`src/rtl/hazard_fwd_unit.sv`:
```
`default_nettype none
// ============================================================================
// Module   : hazard_fwd_unit
// Purpose  : X/M-stage operand forwarding, decode write-through bypass, and
//            load-use / mult-div stall control for a 5-stage pipeline.
// Options  : HAZ_STATS_EN adds saturating forward/stall event counters.
// Revision : 1.0
// ============================================================================
module hazard_fwd_unit #(
  parameter int REG_AW = 5,
  parameter int MD_LAT = 32,
  parameter int CNT_W  = 8
) (
  input  logic              clock,
  input  logic              reset,
  input  logic [REG_AW-1:0] fd_rs1,
  input  logic [REG_AW-1:0] fd_rs2,
  input  logic [REG_AW-1:0] fd_rd,
  input  logic              fd_we,
  input  logic              fd_is_md,
  input  logic [REG_AW-1:0] dx_rs1,
  input  logic [REG_AW-1:0] dx_rs2,
  input  logic [REG_AW-1:0] dx_rd,
  input  logic              dx_we,
  input  logic              dx_is_load,
  input  logic              dx_is_md,
  input  logic [REG_AW-1:0] xm_rd,
  input  logic              xm_we,
  input  logic              xm_is_store,
  input  logic [REG_AW-1:0] xm_rs2,
  input  logic [REG_AW-1:0] mw_rd,
  input  logic              mw_we,
  output logic [1:0]        fwd_a,
  output logic [1:0]        fwd_b,
  output logic              fwd_st,
  output logic              fd_byp1,
  output logic              fd_byp2,
  output logic              stall_fd,
  output logic              bubble_dx,
  output logic              md_busy,
  output logic              md_done,
  output logic [REG_AW-1:0] md_rd
`ifdef HAZ_STATS_EN
  ,
  output logic [15:0]       stat_fwd,
  output logic [15:0]       stat_ldstall,
  output logic [15:0]       stat_mdstall
`endif
);

  typedef enum logic [1:0] {
    IDLE = 2'd0,
    BUSY = 2'd1,
    DONE = 2'd2
  } mdState_t;

  localparam logic [CNT_W-1:0] c_cntLoad = CNT_W'(MD_LAT - 1);
  localparam logic [CNT_W-1:0] c_cntLast = CNT_W'(1);

  mdState_t          r_state;
  logic [CNT_W-1:0]  r_mdCnt;
  logic [REG_AW-1:0] r_mdRd;
  logic              r_mdBusy;
  logic              r_mdDone;

  logic              w_xmValid;
  logic              w_mwValid;
  logic [1:0]        w_fwdA;
  logic [1:0]        w_fwdB;
  logic              w_fwdSt;
  logic              w_byp1;
  logic              w_byp2;
  logic              w_ldUse;
  logic              w_mdStall;

  assign w_xmValid = xm_we && (xm_rd != '0);
  assign w_mwValid = mw_we && (mw_rd != '0);

  always_comb begin
    w_fwdA = 2'b00;
    w_fwdB = 2'b00;
    if (w_xmValid && (xm_rd == dx_rs1))      w_fwdA = 2'b01;
    else if (w_mwValid && (mw_rd == dx_rs1)) w_fwdA = 2'b10;
    if (w_xmValid && (xm_rd == dx_rs2))      w_fwdB = 2'b01;
    else if (w_mwValid && (mw_rd == dx_rs2)) w_fwdB = 2'b10;
  end

  assign w_fwdSt = xm_is_store && w_mwValid && (mw_rd == xm_rs2);
  assign w_byp1  = w_mwValid && (mw_rd == fd_rs1);
  assign w_byp2  = w_mwValid && (mw_rd == fd_rs2);

  assign w_ldUse = dx_is_load && dx_we && (dx_rd != '0) &&
                   ((dx_rd == fd_rs1) || (dx_rd == fd_rs2));

  // RAW, WAW and structural conflicts with the in-flight mult/div
  assign w_mdStall = r_mdBusy &&
                     (((r_mdRd != '0) && ((fd_rs1 == r_mdRd) || (fd_rs2 == r_mdRd))) ||
                      (fd_we && (fd_rd == r_mdRd)) ||
                      fd_is_md);

  // Combinational selects are forced low while reset is held
  assign fwd_a     = reset ? 2'b00 : w_fwdA;
  assign fwd_b     = reset ? 2'b00 : w_fwdB;
  assign fwd_st    = !reset && w_fwdSt;
  assign fd_byp1   = !reset && w_byp1;
  assign fd_byp2   = !reset && w_byp2;
  assign stall_fd  = !reset && (w_ldUse || w_mdStall);
  assign bubble_dx = stall_fd;
  assign md_busy   = r_mdBusy;
  assign md_done   = r_mdDone;
  assign md_rd     = r_mdRd;

  always_ff @(posedge clock or posedge reset) begin
    if (reset) begin
      r_state  <= IDLE;
      r_mdCnt  <= '0;
      r_mdRd   <= '0;
      r_mdBusy <= 1'b0;
      r_mdDone <= 1'b0;
    end else begin
      case (r_state)
        IDLE: begin
          if (dx_is_md) begin
            r_state  <= BUSY;
            r_mdCnt  <= c_cntLoad;
            r_mdRd   <= dx_rd;
            r_mdBusy <= 1'b1;
            r_mdDone <= (c_cntLoad == '0);
          end
        end
        BUSY: begin
          r_mdCnt <= r_mdCnt - 1'b1;
          if (r_mdCnt == c_cntLast) begin
            r_state  <= DONE;
            r_mdDone <= 1'b1;
          end
        end
        DONE: begin
          r_state  <= IDLE;
          r_mdCnt  <= '0;
          r_mdRd   <= '0;
          r_mdBusy <= 1'b0;
          r_mdDone <= 1'b0;
        end
        default: begin
          r_state  <= IDLE;
          r_mdCnt  <= '0;
          r_mdRd   <= '0;
          r_mdBusy <= 1'b0;
          r_mdDone <= 1'b0;
        end
      endcase
    end
  end

`ifdef HAZ_STATS_EN
  logic [15:0] r_statFwd;
  logic [15:0] r_statLd;
  logic [15:0] r_statMd;
  logic        w_anyFwd;

  assign w_anyFwd = (w_fwdA != 2'b00) || (w_fwdB != 2'b00) || w_fwdSt;

  always_ff @(posedge clock or posedge reset) begin
    if (reset) begin
      r_statFwd <= '0;
      r_statLd  <= '0;
      r_statMd  <= '0;
    end else begin
      if (w_anyFwd && (r_statFwd != 16'hFFFF))  r_statFwd <= r_statFwd + 16'd1;
      if (w_ldUse && (r_statLd != 16'hFFFF))    r_statLd  <= r_statLd + 16'd1;
      if (w_mdStall && (r_statMd != 16'hFFFF))  r_statMd  <= r_statMd + 16'd1;
    end
  end

  assign stat_fwd     = r_statFwd;
  assign stat_ldstall = r_statLd;
  assign stat_mdstall = r_statMd;
`else
  // Event counters are not built in this configuration.
`endif

endmodule
`default_nettype wire

```
`config.mk`:
```
export PLATFORM = sky130hd
export DESIGN_NAME = hazard_fwd_unit
export DESIGN_NICKNAME = d
export VERILOG_FILES = /design/src/rtl/hazard_fwd_unit.sv
export SDC_FILE = /design/constraint.sdc
export NUM_CORES = 1
export LEC_CHECK = 0
export ABC_AREA = 0
export ABC_CLOCK_PERIOD_IN_PS = 5200
export CAP_MARGIN = 20
export CORE_AREA = 5 5 66 68
export DETAILED_ROUTE_END_ITERATION = 8
export DIE_AREA = 0 0 71 73
export PLACE_DENSITY = 0.83
export SKIP_LAST_GASP = 1
export SYNTH_ARGS = -nofsm -noshare
export SYNTH_HDL_FRONTEND = slang
export SYNTH_SLANG_ARGS = --single-unit
export TNS_END_PERCENT = 50
```
`constraint.sdc`:
```
create_clock -name clock -period 5.2 [get_ports clock]
set_input_delay 1.56 -clock clock [delete_from_list [all_inputs] [get_ports clock]]
set_output_delay 1.56 -clock clock [all_outputs]
set_load 0.1 [all_outputs]
```
-- Word level (Yosys, flattened, before mapping)
Cells that the tools add are included.
- flip-flop bits (word level): 17
- input bits: 55
- output and inout port bits: 16
- add/sub/neg operators: 1
- equality and inequality tests: 16
- muxes and demuxes: 18
- bitwise gates (word level): 1
- reductions and logical operators: 33
- operators by type and width (operator ; number):
    equality test 5 bit ; 12
    logical AND 1 bit ; 20
    nonzero test 5 bit ; 4
    2-to-1 mux 2 bit ; 8
    case mux 8 bit (2 select lines) ; 1
    case mux 5 bit (2 select lines) ; 1
    equality test 8 x 1 -> 1 bit, second input constant ; 1
    2-to-1 mux 8 bit ; 1
    subtractor 8 x 1 -> 8 bit, second input constant ; 1
    logical OR 1 bit ; 5
    2-to-1 mux 5 bit ; 1
    != test 2 bit, second input constant ; 2
    case mux 1 bit (2 select lines) ; 2
    case mux 2 bit (2 select lines) ; 1
    AND reduction 2 bit ; 2
    2-to-1 mux 1 bit ; 3
    equality test 2 x 1 -> 1 bit, second input constant ; 1
    zero test 2 bit ; 1
    zero test 1 bit ; 1
    NOT 1 bit ; 1

-- Depth between registers and ports, before layout
- depth in word-level cells: 8
- mapped depth: 7

-- Least setup slack after synthesis
No wires, ideal clock.
- path kind: input to output
- start point: in reset
- end point: out fd_byp1
- arrival: 5.118 ns
- data required time: 3.640 ns
- setup slack: -1.478 ns
- stages: 3
- path buffers: 0
- path through: inv_1 > o211ai_2 > nor4_1
- longest elaborated chain between the ends: 2
- ends and longest elaborated chain (item ; RTL line ; text):
    start: declaration ; 15 ; input logic reset,
    zero test 1 bit (no source line) ; - ;
    logical AND 1 bit ; 105 ; assign fd_byp1 = !reset && w_byp1;
    end: declaration ; 36 ; output logic fd_byp1,
Every way passes these cells.

-- Final worst setup path
- start point: in xm_rd[1]
- end point: out fwd_a[1]
- longest elaborated chain between the ends: 5
- elaborated cells between the ends (all ways): 6
- classes of those cells: eq/ne: 1; mux: 2; reduce/logical: 3
- ends and longest elaborated chain (item ; RTL line ; text):
    start: declaration ; 27 ; input logic [REG_AW-1:0] xm_rd,
    nonzero test 5 bit ; 76 ; assign w_xmValid = xm_we && (xm_rd != '0);
    logical AND 1 bit ; 76 ;
    logical AND 1 bit (*) ; 82 ; if (w_xmValid && (xm_rd == dx_rs1)) w_fwdA = 2'b01;
    2-to-1 mux 2 bit (*) ; 82 ;
    2-to-1 mux 2 bit (*) ; 102 ; assign fwd_a = reset ? 2'b00 : w_fwdA;
    end: declaration ; 33 ; output logic [1:0] fwd_a,
Every way passes the cells marked *; elsewhere a longest branch is shown, timed or not.

==> reports/summary.txt <==
CP endpoint: fwd_a[1]
Pint: 454 uW
P per Cell Area: 376 mW/mm2
H-tree levels: 1
TritonCTS clock tree: built
Total Nets Final: 309
status: complete, no violations
core area: 0.00380 mm2
largest net degree at the start of global routing: 19
Synth Register Bits: 16
Mapped Nets: 239
Reg2Reg Launch Point: r_state[0]$_DFFE_PP0P_
final setup violation count: 0
Clk pin slew, worst setup/hold paths: 0.05 ns
Max IR drop VDD: 325 uV
Crit. Startpoint: xm_rd[1]
total track usage: 18.0%
die width: 71 um
combinational share of power: 61.1%
area occupied by multi-input gates: 0.00112 mm2
Reg area: 400 um2
clock root cell: clkbuf_8
max-slew violations: 0
CTS Buffer Depth: 2
DP Worst Slack: 0.116 ns
Initial Util: 41.6%
drt wl/cell: 15.0 um
highest net fanout along the worst path: 4
vias post-DR: 1,533
final period utilization: 98.0%
switching share of power: 51.3%
Setup WS post-layout: 0.104 ns
post-synthesis sequential area ratio: 25.4%
Unique masters post-synth: 33
Pleak: 0.927 nW
final hold violation count: 0
fill count: 313
clock period minus worst slack: 5.10 ns
Post-Route WL: 4500 um
vias in the first global route: 1,546
Yosys Warn Count: 0
Mapped Area: 0.00158 mm2
net switching power: 478 uW
fin area: 0.00248 mm2
Setup Skew: 0.000773 ns
Worst Setup Path Type: in -> out
Clock Power Share: 9.4%
fin util: 65.3%
number of non-filler instances in the completed layout: 300
antenna-violating nets left: 0
cell count of the worst reg-to-reg path: 3
hold_ws: 0.498 ns
post-CTS resize count: 0
area post-placement: 0.00244 mm2
Via-to-Cell Ratio: 5.11
Core Rows: 23
Avg Inst Size Synth: 8.68 um2
DIE AREA: 0.00518 mm2
first-pass GRT wire length: 7520 um
Worst EP arrival: 3.54 ns
RR Endpoint: md_rd[1]$_DFFE_PP0P_
Fmax: 196 MHz
drt first pass iters: 2
Detailed Place HPWL: 3770 um
Area Overhead vs Synth: 57.2%
share of cells above drive strength 1: 10.4%
sequential share of power: 29.5%
postcts setup bufs: 0
Worst Setup Start Kind: input pin
number of max-cap violations: 0
Port Buffers: 70
synth top area cells: dfrtp_1 25%, xnor2_1 17%, xor2_1 17%
Worst-Skew Late Latency: 0.24 ns
DRC viols: 0
gr ovfl total: 0
post-synth top area share: 25.4%
cts hold-fix bufs: 0
post-synthesis cell count: 182
post-synth top area cell: dfrtp_1
Die Y: 73 um
IO Pins: 71
n_diodes: 0
Initial DRC Count: 72
dpl cells: 297
Worst Path Required: 3.64 ns
gpl congestion: 0.828
crit end category: primary output
initial antenna violation count: 0
Clock Sinks: 16
slew of the pin with the lowest slew margin: 0.973 ns
setup slack, reg-to-reg: 3.62 ns
RSZ-0062 raised after global routing: false
relative slew slack: 35.0%
Inserted Clock Buffers: 3
worst min path class: reg -> reg
critical path: stages:
cell,delay (ns)
clkdlybuf4s50_1,0.48
or4_1,0.56
o21ai_2,0.19
nor3_1,0.09
nor4_2,0.42
buf_12,0.23
final cells by class:
type	instances	area share [%]
repair buffers	77	34.0
flip-flops and latches	16	16.1
multi-input cells	151	45.3
clock buffers	3	1.66
well taps	50	2.52
inverters	3	0.454
power groups by stage:
| stage | combinational [mW] | clock, mW | sequential [mW] |
|---|---|---|---|
| final | 0.570 | 0.0879 | 0.275 |
| after global routing | 0.609 | 0.0976 | 0.286 |
| after CTS | 0.574 | 0.0906 | 0.275 |
| after detailed placement | 0.570 | 0 | 0.276 |
| after global placement | 0.559 | 0 | 0.274 |
| after floorplan | 0.268 | 0 | 0.410 |
logic make-up after synthesis:
| group | Yosys count | synth area share (%) |
|---|---|---|
| adder cells (fa/ha/maj) | 2 | 1.58 |
| buffers and inverters | 15 | 4.83 |
| XOR/XNOR | 62 | 34.4 |
| AO/OA/AOI/OAI | 19 | 9.67 |
| multiplexers | 5 | 3.17 |
| flip-flops | 16 | 25.4 |
| AND/OR/NAND/NOR | 63 | 21.0 |
layer usage:
| layer | wire length (um) | vias up | GRT usage, % |
|---|---|---|---|
| li1 | - | 770 | - |
| met1 | 2150 | 710 | 24.7 |
| met2 | 2070 | 47 | 29.5 |
| met3 | 229 | 6 | 2.89 |
| met4 | 55 | 0 | 4.80 |
| met5 | 0 | - | 0 |
worst min path at each step:
stage | slack (ns) | start | cells past startpoint | to
6_report | 0.50 | r_mdCnt[7]$_DFFE_PP0N_ | 1 | r_mdCnt[7]$_DFFE_PP0N_
5_1_grt | 0.53 | r_mdCnt[7]$_DFFE_PP0N_ | 1 | r_mdCnt[7]$_DFFE_PP0N_
4_1_cts | 0.50 | r_mdCnt[7]$_DFFE_PP0N_ | 1 | r_mdCnt[7]$_DFFE_PP0N_
3_5_place_dp | 0.49 | r_mdCnt[7]$_DFFE_PP0N_ | 1 | r_mdCnt[7]$_DFFE_PP0N_
3_3_place_gp | 0.48 | r_mdCnt[7]$_DFFE_PP0N_ | 1 | r_mdCnt[7]$_DFFE_PP0N_
2_1_floorplan | 0.46 | r_mdCnt[7]$_DFFE_PP0N_ | 1 | r_mdCnt[7]$_DFFE_PP0N_
stage by stage:
step / setup TNS, ns / power [mW]
6_report: 0 / 0.933
3_3_place_gp: 0 / 0.833
3_5_place_dp: 0 / 0.845
2_1_floorplan: -4.67 / 0.678
4_1_cts: 0 / 0.939
5_1_grt: 0 / 0.993
cell usage after synthesis (all sizes together):
| cell | instances |
|---|---|
| a31oi | 3 |
| o211ai | 1 |
| nand4 | 2 |
| and3b | 1 |
| buf | 6 |
| o21ai | 2 |
| nand3 | 6 |
| or2 | 1 |
| or4 | 6 |
| dfrtp | 16 |
| o41ai | 1 |
| nor3 | 10 |
| nor2b | 1 |
| inv | 3 |
| nor4 | 8 |
| nand2 | 9 |
| a311oi | 3 |
| nand2b | 2 |
| xor2 | 31 |
| mux2i | 5 |
| a32o | 1 |
| ha | 2 |
| a21oi | 1 |
| o2111a | 1 |
| clkbuf | 6 |
| o31ai | 1 |
| a32oi | 1 |
| a211oi | 4 |
| xnor2 | 31 |
| nor2 | 17 |
state kept, by name, summed over array words and instances, names as in the netlist:
signal and flops:
r_mdCnt 8, md_busy 1, md_rd 5, r_state 2
placed cells by master (no fill, tap or decap), drive strengths merged:
cell	n
inv	3
a32o	1
o31ai	1
dfrtp	16
clkbuf	3
nand3	6
a311oi	3
nand2b	2
nand2	9
clkdlybuf4s50	61
nor4	8
buf	16
nor3	10
a21oi	1
xor2	31
a32oi	1
mux2i	5
o41ai	1
nor2	17
a31oi	3
o2111a	1
a211oi	4
or4	6
nor2b	1
and3b	1
o21ai	2
ha	2
o211ai	1
xnor2	31
or2	1
nand4	2
(Power assumes the default switching activity.)
